===== config.mk =====
export PLATFORM = sky130hd
export DESIGN_NAME = store_buffer_flat
export DESIGN_NICKNAME = d
export VERILOG_FILES = /design/src/rtl/store_buffer_pkg.sv /design/src/rtl/store_buffer_if.sv /design/src/rtl/store_align.sv /design/src/rtl/store_buffer.sv /design/src/flat_wrapper.sv
export SDC_FILE = /design/constraint.sdc
export NUM_CORES = 1
export LEC_CHECK = 0
export ABC_CLOCK_PERIOD_IN_PS = 6000
export CORE_AREA = 2 2 145 147
export DETAILED_ROUTE_END_ITERATION = 7
export DIE_AREA = 0 0 147 149
export PLACE_DENSITY = 0.83
export SYNTH_ARGS = -nofsm -noshare
export SYNTH_HDL_FRONTEND = slang
export SYNTH_HIERARCHICAL = 1
export SYNTH_SLANG_ARGS = --single-unit

===== constraint.sdc =====
create_clock -name clk -period 6 [get_ports clk]
set_input_delay 0.9 -clock clk [delete_from_list [all_inputs] [get_ports clk]]
set_output_delay 0.9 -clock clk [all_outputs]
set_load 0.02 [all_outputs]

===== src/rtl/store_buffer_pkg.sv =====
// store_buffer_pkg: shared store-size enum, buffer entry layout and size decode helper
package store_buffer_pkg;

    localparam int BYTES_PER_WORD = 4;

    typedef enum logic [1:0] {
        ST_BYTE,
        ST_HALF_WORD,
        ST_WORD,
        ST_NONE
    } store_size_e;

    typedef struct packed {
        logic [29:0]               word_addr;
        logic [31:0]               data;
        logic [BYTES_PER_WORD-1:0] mask;
    } sb_entry_t;

    // The request port is 3 bits wide; any encoding beyond the enum is treated as no store.
    function automatic store_size_e decode_size(input logic [2:0] raw);
        return raw[2] ? ST_NONE : store_size_e'(raw[1:0]);
    endfunction

endpackage


===== src/rtl/store_buffer_if.sv =====
// store_buffer_if: store request, memory write port, load-forward query and status
interface store_buffer_if;
    import store_buffer_pkg::*;

    logic                      st_valid;
    logic                      st_ready;
    logic [31:0]               st_addr;
    logic [31:0]               st_data;
    logic [2:0]                st_size;
    logic                      st_misaligned;
    logic                      mem_wr_valid;
    logic                      mem_wr_ready;
    logic [31:0]               mem_wr_addr;
    logic [31:0]               mem_wr_data;
    logic [BYTES_PER_WORD-1:0] mem_wr_mask;
    logic                      sb_empty;
    logic [31:0]               ld_addr;
    logic                      ld_hit;
    logic [31:0]               ld_fwd_data;
    logic [BYTES_PER_WORD-1:0] ld_fwd_mask;

    modport master (
        output st_valid, st_addr, st_data, st_size, mem_wr_ready, ld_addr,
        input  st_ready, st_misaligned, mem_wr_valid, mem_wr_addr, mem_wr_data,
               mem_wr_mask, sb_empty, ld_hit, ld_fwd_data, ld_fwd_mask
    );

    modport slave (
        input  st_valid, st_addr, st_data, st_size, mem_wr_ready, ld_addr,
        output st_ready, st_misaligned, mem_wr_valid, mem_wr_addr, mem_wr_data,
               mem_wr_mask, sb_empty, ld_hit, ld_fwd_data, ld_fwd_mask
    );

endinterface


===== src/rtl/store_align.sv =====
// store_align: byte-lane steering, byte mask and misalignment detect for one store
module store_align
    import store_buffer_pkg::*;
(
    input  logic [1:0]                addr_lo,
    input  store_size_e               size,
    input  logic [31:0]               data_in,
    output logic [BYTES_PER_WORD-1:0] mask,
    output logic [31:0]               data,
    output logic                      misaligned
);

    // Replicate the low bytes across lanes so the mask alone selects the target lane.
    always_comb begin
        mask = size == ST_BYTE      ? 4'b0001 << addr_lo :
               size == ST_HALF_WORD ? (addr_lo[1] ? 4'b1100 : 4'b0011) :
               size == ST_WORD      ? 4'b1111 : 4'b0000;
        data = size == ST_BYTE      ? {4{data_in[7:0]}} :
               size == ST_HALF_WORD ? {2{data_in[15:0]}} : data_in;
        misaligned = (size == ST_HALF_WORD && addr_lo[0]) ||
                     (size == ST_WORD && addr_lo != 2'b00);
    end

endmodule


===== src/rtl/store_buffer.sv =====
// store_buffer: aligns stores and queues them in a FIFO draining to memory; STORE_FWD_EN adds load forwarding
module store_buffer
    import store_buffer_pkg::*;
#(
    parameter int DEPTH = 4,
    parameter int XLEN  = 32
) (
    input logic          clk,
    input logic          reset,
    store_buffer_if.slave bus
);

    localparam int PW = $clog2(DEPTH);

    logic [PW-1:0]             head;
    logic [PW-1:0]             tail;
    logic [PW:0]               count;
    sb_entry_t                 mem [DEPTH];
    sb_entry_t                 head_entry;
    store_size_e               size;
    logic [BYTES_PER_WORD-1:0] lane_mask;
    logic [XLEN-1:0]           lane_data;
    logic                      misaligned;
    logic                      enq;
    logic                      deq;

    assign size = decode_size(bus.st_size);

    store_align u_align (
        .addr_lo    (bus.st_addr[1:0]),
        .size       (size),
        .data_in    (bus.st_data),
        .mask       (lane_mask),
        .data       (lane_data),
        .misaligned (misaligned)
    );

    // Ready depends only on the occupancy register, so memory backpressure never reaches the pipeline combinationally.
    assign bus.st_ready      = count != (PW+1)'(DEPTH);
    assign bus.st_misaligned = bus.st_valid & misaligned;
    assign enq               = bus.st_valid & bus.st_ready & ~misaligned & (size != ST_NONE);
    assign deq               = bus.mem_wr_valid & bus.mem_wr_ready;
    assign bus.mem_wr_valid  = count != '0;
    assign bus.sb_empty      = count == '0;
    assign head_entry        = mem[head];
    assign bus.mem_wr_addr   = bus.sb_empty ? '0 : {head_entry.word_addr, 2'b00};
    assign bus.mem_wr_data   = bus.sb_empty ? '0 : head_entry.data;
    assign bus.mem_wr_mask   = bus.sb_empty ? '0 : head_entry.mask;

    // Pointers and occupancy; reset discards every pending entry.
    always_ff @(posedge clk or posedge reset) begin
        if (reset) begin
            head  <= '0;
            tail  <= '0;
            count <= '0;
        end else begin
            if (enq) tail <= tail + 1'b1;
            if (deq) head <= head + 1'b1;
            count <= count + (PW+1)'(enq) - (PW+1)'(deq);
        end
    end

    // Entry storage is not reset; only entries below count are ever observed.
    always_ff @(posedge clk) begin
        if (enq) mem[tail] <= '{word_addr: bus.st_addr[31:2], data: lane_data, mask: lane_mask};
    end

`ifdef STORE_FWD_EN
    // Scan oldest to youngest so the youngest matching entry overrides older ones.
    always_comb begin
        bus.ld_hit      = 1'b0;
        bus.ld_fwd_data = '0;
        bus.ld_fwd_mask = '0;
        for (int i = 0; i < DEPTH; i++) begin
            if ((PW+1)'(i) < count && mem[head + PW'(i)].word_addr == bus.ld_addr[31:2]) begin
                bus.ld_hit      = 1'b1;
                bus.ld_fwd_data = mem[head + PW'(i)].data;
                bus.ld_fwd_mask = mem[head + PW'(i)].mask;
            end
        end
    end
`else
    assign bus.ld_hit      = 1'b0;
    assign bus.ld_fwd_data = '0;
    assign bus.ld_fwd_mask = '0;
`endif

endmodule


===== src/flat_wrapper.sv =====
// flat-port wrapper written by rule: the top's interface ports become plain ports
module store_buffer_flat import store_buffer_pkg::*;
#(
    parameter int DEPTH = 4,
    parameter int XLEN  = 32
)
  (clk, reset, bus_st_valid, bus_st_addr, bus_st_data, bus_st_size, bus_mem_wr_ready, bus_ld_addr, bus_st_ready, bus_st_misaligned, bus_mem_wr_valid, bus_mem_wr_addr, bus_mem_wr_data, bus_mem_wr_mask, bus_sb_empty, bus_ld_hit, bus_ld_fwd_data, bus_ld_fwd_mask);
  store_buffer_if bus_i ();
  input logic clk;
  input logic reset;
  input wire logic [$bits(bus_i.st_valid)-1:0] bus_st_valid;
  input wire logic [$bits(bus_i.st_addr)-1:0] bus_st_addr;
  input wire logic [$bits(bus_i.st_data)-1:0] bus_st_data;
  input wire logic [$bits(bus_i.st_size)-1:0] bus_st_size;
  input wire logic [$bits(bus_i.mem_wr_ready)-1:0] bus_mem_wr_ready;
  input wire logic [$bits(bus_i.ld_addr)-1:0] bus_ld_addr;
  output wire logic [$bits(bus_i.st_ready)-1:0] bus_st_ready;
  output wire logic [$bits(bus_i.st_misaligned)-1:0] bus_st_misaligned;
  output wire logic [$bits(bus_i.mem_wr_valid)-1:0] bus_mem_wr_valid;
  output wire logic [$bits(bus_i.mem_wr_addr)-1:0] bus_mem_wr_addr;
  output wire logic [$bits(bus_i.mem_wr_data)-1:0] bus_mem_wr_data;
  output wire logic [$bits(bus_i.mem_wr_mask)-1:0] bus_mem_wr_mask;
  output wire logic [$bits(bus_i.sb_empty)-1:0] bus_sb_empty;
  output wire logic [$bits(bus_i.ld_hit)-1:0] bus_ld_hit;
  output wire logic [$bits(bus_i.ld_fwd_data)-1:0] bus_ld_fwd_data;
  output wire logic [$bits(bus_i.ld_fwd_mask)-1:0] bus_ld_fwd_mask;
  assign bus_i.st_valid = bus_st_valid;
  assign bus_i.st_addr = bus_st_addr;
  assign bus_i.st_data = bus_st_data;
  assign bus_i.st_size = bus_st_size;
  assign bus_i.mem_wr_ready = bus_mem_wr_ready;
  assign bus_i.ld_addr = bus_ld_addr;
  assign bus_st_ready = bus_i.st_ready;
  assign bus_st_misaligned = bus_i.st_misaligned;
  assign bus_mem_wr_valid = bus_i.mem_wr_valid;
  assign bus_mem_wr_addr = bus_i.mem_wr_addr;
  assign bus_mem_wr_data = bus_i.mem_wr_data;
  assign bus_mem_wr_mask = bus_i.mem_wr_mask;
  assign bus_sb_empty = bus_i.sb_empty;
  assign bus_ld_hit = bus_i.ld_hit;
  assign bus_ld_fwd_data = bus_i.ld_fwd_data;
  assign bus_ld_fwd_mask = bus_i.ld_fwd_mask;
  store_buffer #(.DEPTH(DEPTH), .XLEN(XLEN)) u_core (.clk(clk), .reset(reset), .bus(bus_i));
endmodule

==> flow_summary.toml <==
[yosys]
synth_sequential_area_ratio_pct = 71.8
netlist_area_um2 = 11300
ys_seq_elements = 271
post_synth_top_area_share_pct = 70.3
synth.top_cells.by_area = "sky130_fd_sc_hd__edfxtp_1, sky130_fd_sc_hd__mux4_2, sky130_fd_sc_hd__and2_1"
netlist-cell-type-count = 33
syn_avg_cell_area_um2 = 19.8
synth.largest_area_cell = "sky130_fd_sc_hd__edfxtp_1"
synthCells = 569
yosysWarnings = 6

[grt]
grt_pass1_wl_mm = 31.8
grt_total_ovfl = 0
vias_in_the_first_global_route = 5741
groute.usage.overall_pct = 18.9
grt_start_max_net_pins = 71
initial_antenna_violation_count = 0

[finish]
syn_to_final_growth_pct = 19.7
area_taken_by_flip_flops_and_latches_um2 = 8110
post_layout_nonfiller_instances = 998
layout-drive-gt1-share_pct = 19.1
multi_input_area_um2 = 2720
finish.instance_area_um2 = 13500
filler_cell_count = 1382
antenna-diode-count = 0
nets = 813

[floorplan]
placeableCoreArea_um2 = 20600
floorplan.die.width_um = 147
std_cell_rows = 53
initial_utilization_pct = 54.9
fp.dieArea_um2 = 21900
io_pins = 212
die_h_um = 149

[placement]
numPlacedInstances = 948
place_hpwl_mm = 11.5
dpl-instance-area_um2 = 12600
place.gp.congestion = 0.784
number_of_port_buffers = 140

[cts]
clk_pin_slew_ns = 0.06
cts_repair_resize_count = 0
cts_root_buf = "sky130_fd_sc_hd__clkbuf_16"
number_of_cts_inserted_buffers = 28
postCtsSetupBuffers = 0
htreeDepth = 1
hold_buffers = 0
tritoncts = "done"
clk_path_buf_depth = 3
clkLatencyLatePin_ns = 0.53
tritoncts_num_sinks = 271

[power_and_ir_drop]
power_share_of_the_combinational_group_pct = 35.4
p_sw_mw = 1.89
max-vdd-ir-drop_mv = 0.332
swShare_pct = 30.3
share_clk_of_total_power_pct = 25.7
cellPowerDensity_nw_per_um2 = 463
cellInternalPower_mw = 4.36
power.share.sequential_pct = 38.9
leakagePower_nw = 4.54

[status]
outcome = "completed"

[critical_path]
worst-path-max-fanout = 33
setup.worst_path.end_class = "output port"
worst-endpoint-required_ns = 5.10
setup.worst_path.start_class = "input port"
cp.arrival_ns = 3.21
worst-setup-path-type = "in2out"
reg2reg_slack_ns = 3.09

[drt]
postRouteWirelength_mm = 20.4
drtPass1Iterations = 4
post_drt_wl_per_cell_um = 20.4
num_vias = 5449
routed_via_density = 5.46
detail-route-antenna-nets = 0
detailedRoute.firstIterationViolations = 388
post-route-drc-count = 0

[timing]
max_freq_mhz = 243
hold-worst-slack_ns = 0.534
hold_viol = 0
timing.final.max_slew_violations = 0
slew_margin_rel_pct = 30.5
report.final.setup_viol = 0
actual_transition_at_the_worst_max_transition_pin_ns = 1.04
rsz_0062_raised_after_global_routing = "false"
fin_crit_sh_pct = 68.5
skew_ns = 0.0140
min_period_ns = 4.11
totalNegativeSetupSlack_ns = 0

[flow_run]
drv_cap = 0

[hold_path]
hold_path.class = "reg2reg"
## per-layer routing
metal | wire (um) | part of all wire (%) | GRT usage (%)
met4 | 311 | 1.5 | 3.89
met5 | 0 | 0 | 0
met3 | 1610 | 7.9 | 4.25
met1 | 8210 | 40 | 25.1
met2 | 10300 | 50 | 32.8
## layout make-up
| class | instances | area share (%) |
|---|---|---|
| clock buffer | 34 | 5.58 |
| clock inverter | 16 | 0.917 |
| inverter | 9 | 0.250 |
| multi-input combinational | 250 | 20.1 |
| sequential | 271 | 60.0 |
| tap | 275 | 2.55 |
| timing repair buffer | 143 | 10.5 |
## metrics by stage
step           setup slack [ns]  utilization (%)  power (mW)
2_1_floorplan              1.89                -        3.85
3_3_place_gp               1.70             61.4        4.67
3_5_place_dp               1.57             61.4        4.71
4_1_cts                    1.84             65.7        6.34
5_1_grt                    1.70             65.7        6.55
6_report                   1.89             65.7        6.25
## synthesized netlist by cell type (all sizes together)
cell      n
edfxtp  264
and2     72
buf      69
mux4     66
mux2     17
o21ai    12
mux2i    10
inv       9
clkbuf    8
nand2     8
dfrtp     7
ha        6
a21oi     4
xnor2     4
or2       2
a211oi    1
and3      1
conb      1
fa        1
nand2b    1
nand3     1
nand3b    1
nor2      1
or3       1
or3b      1
xor2      1
## flip-flops by register name (all words and copies together) (netlist names)
register and cells:
u_core/mem 264, u_core/count 3, u_core/head 2, u_core/tail 2
## cells by family (layout without fill, tap and decap cells)
group | after synthesis | after routing | share of synthesized area [%]
buf+inv | 86 | 202 | 5.45
other cells | 1 | 39 | 0.0332
flops | 271 | 271 | 71.8
mux | 93 | 93 | 15.8
compound gates | 17 | 17 | 0.776
fa+ha+maj | 7 | 7 | 0.843
xor+xnor | 5 | 5 | 0.388
simple gates | 89 | 89 | 4.90
## critical path, cell delays in order
cell and delay (ns):
sky130_fd_sc_hd__clkdlybuf4s50_1 0.49, sky130_fd_sc_hd__or2_2 0.65, sky130_fd_sc_hd__o21ai_0 0.17, sky130_fd_sc_hd__o21ai_0 0.25, sky130_fd_sc_hd__and2_1 0.16, sky130_fd_sc_hd__clkdlybuf4s50_1 0.59
## placed cells by master (no fill, tap or decap), types with 8 or more instances in the layout
cell	n
sky130_fd_sc_hd__edfxtp_1	264
sky130_fd_sc_hd__clkdlybuf4s50_1	140
sky130_fd_sc_hd__and2_1	68
sky130_fd_sc_hd__mux4_2	66
sky130_fd_sc_hd__conb_1	39
sky130_fd_sc_hd__clkbuf_16	28
sky130_fd_sc_hd__mux2_2	16
sky130_fd_sc_hd__mux2i_1	10
sky130_fd_sc_hd__o21ai_0	10
sky130_fd_sc_hd__inv_1	9
sky130_fd_sc_hd__nand2_1	8
## power groups by stage
stage | sequential, mW | clock (mW) | combinational (mW)
finish | 2.43 | 1.61 | 2.21
CTS | 2.44 | 1.65 | 2.25
global placement | 2.46 | 0 | 2.21
global route | 2.46 | 1.72 | 2.36
detailed placement | 2.48 | 0 | 2.23
floorplan | 2.31 | 0 | 1.54
## final timing paths
check,startpoint,end,cells past startpoint
worst max-delay path,bus_st_size[2],bus_st_misaligned,6
worst min-delay path,u_core/count[0]$_DFF_PP0_,u_core/count[0]$_DFF_PP0_,1
worst max register to register,u_core/count[1]$_DFF_PP0_,u_core/count[2]$_DFF_PP0_,10
worst min register to register,u_core/count[0]$_DFF_PP0_,u_core/count[0]$_DFF_PP0_,1
max in group asynchronous,reset,u_core/head[1]$_DFFE_PP0P_,2
min in group asynchronous,reset,u_core/count[0]$_DFF_PP0_,2
(Power assumes the default switching activity.)
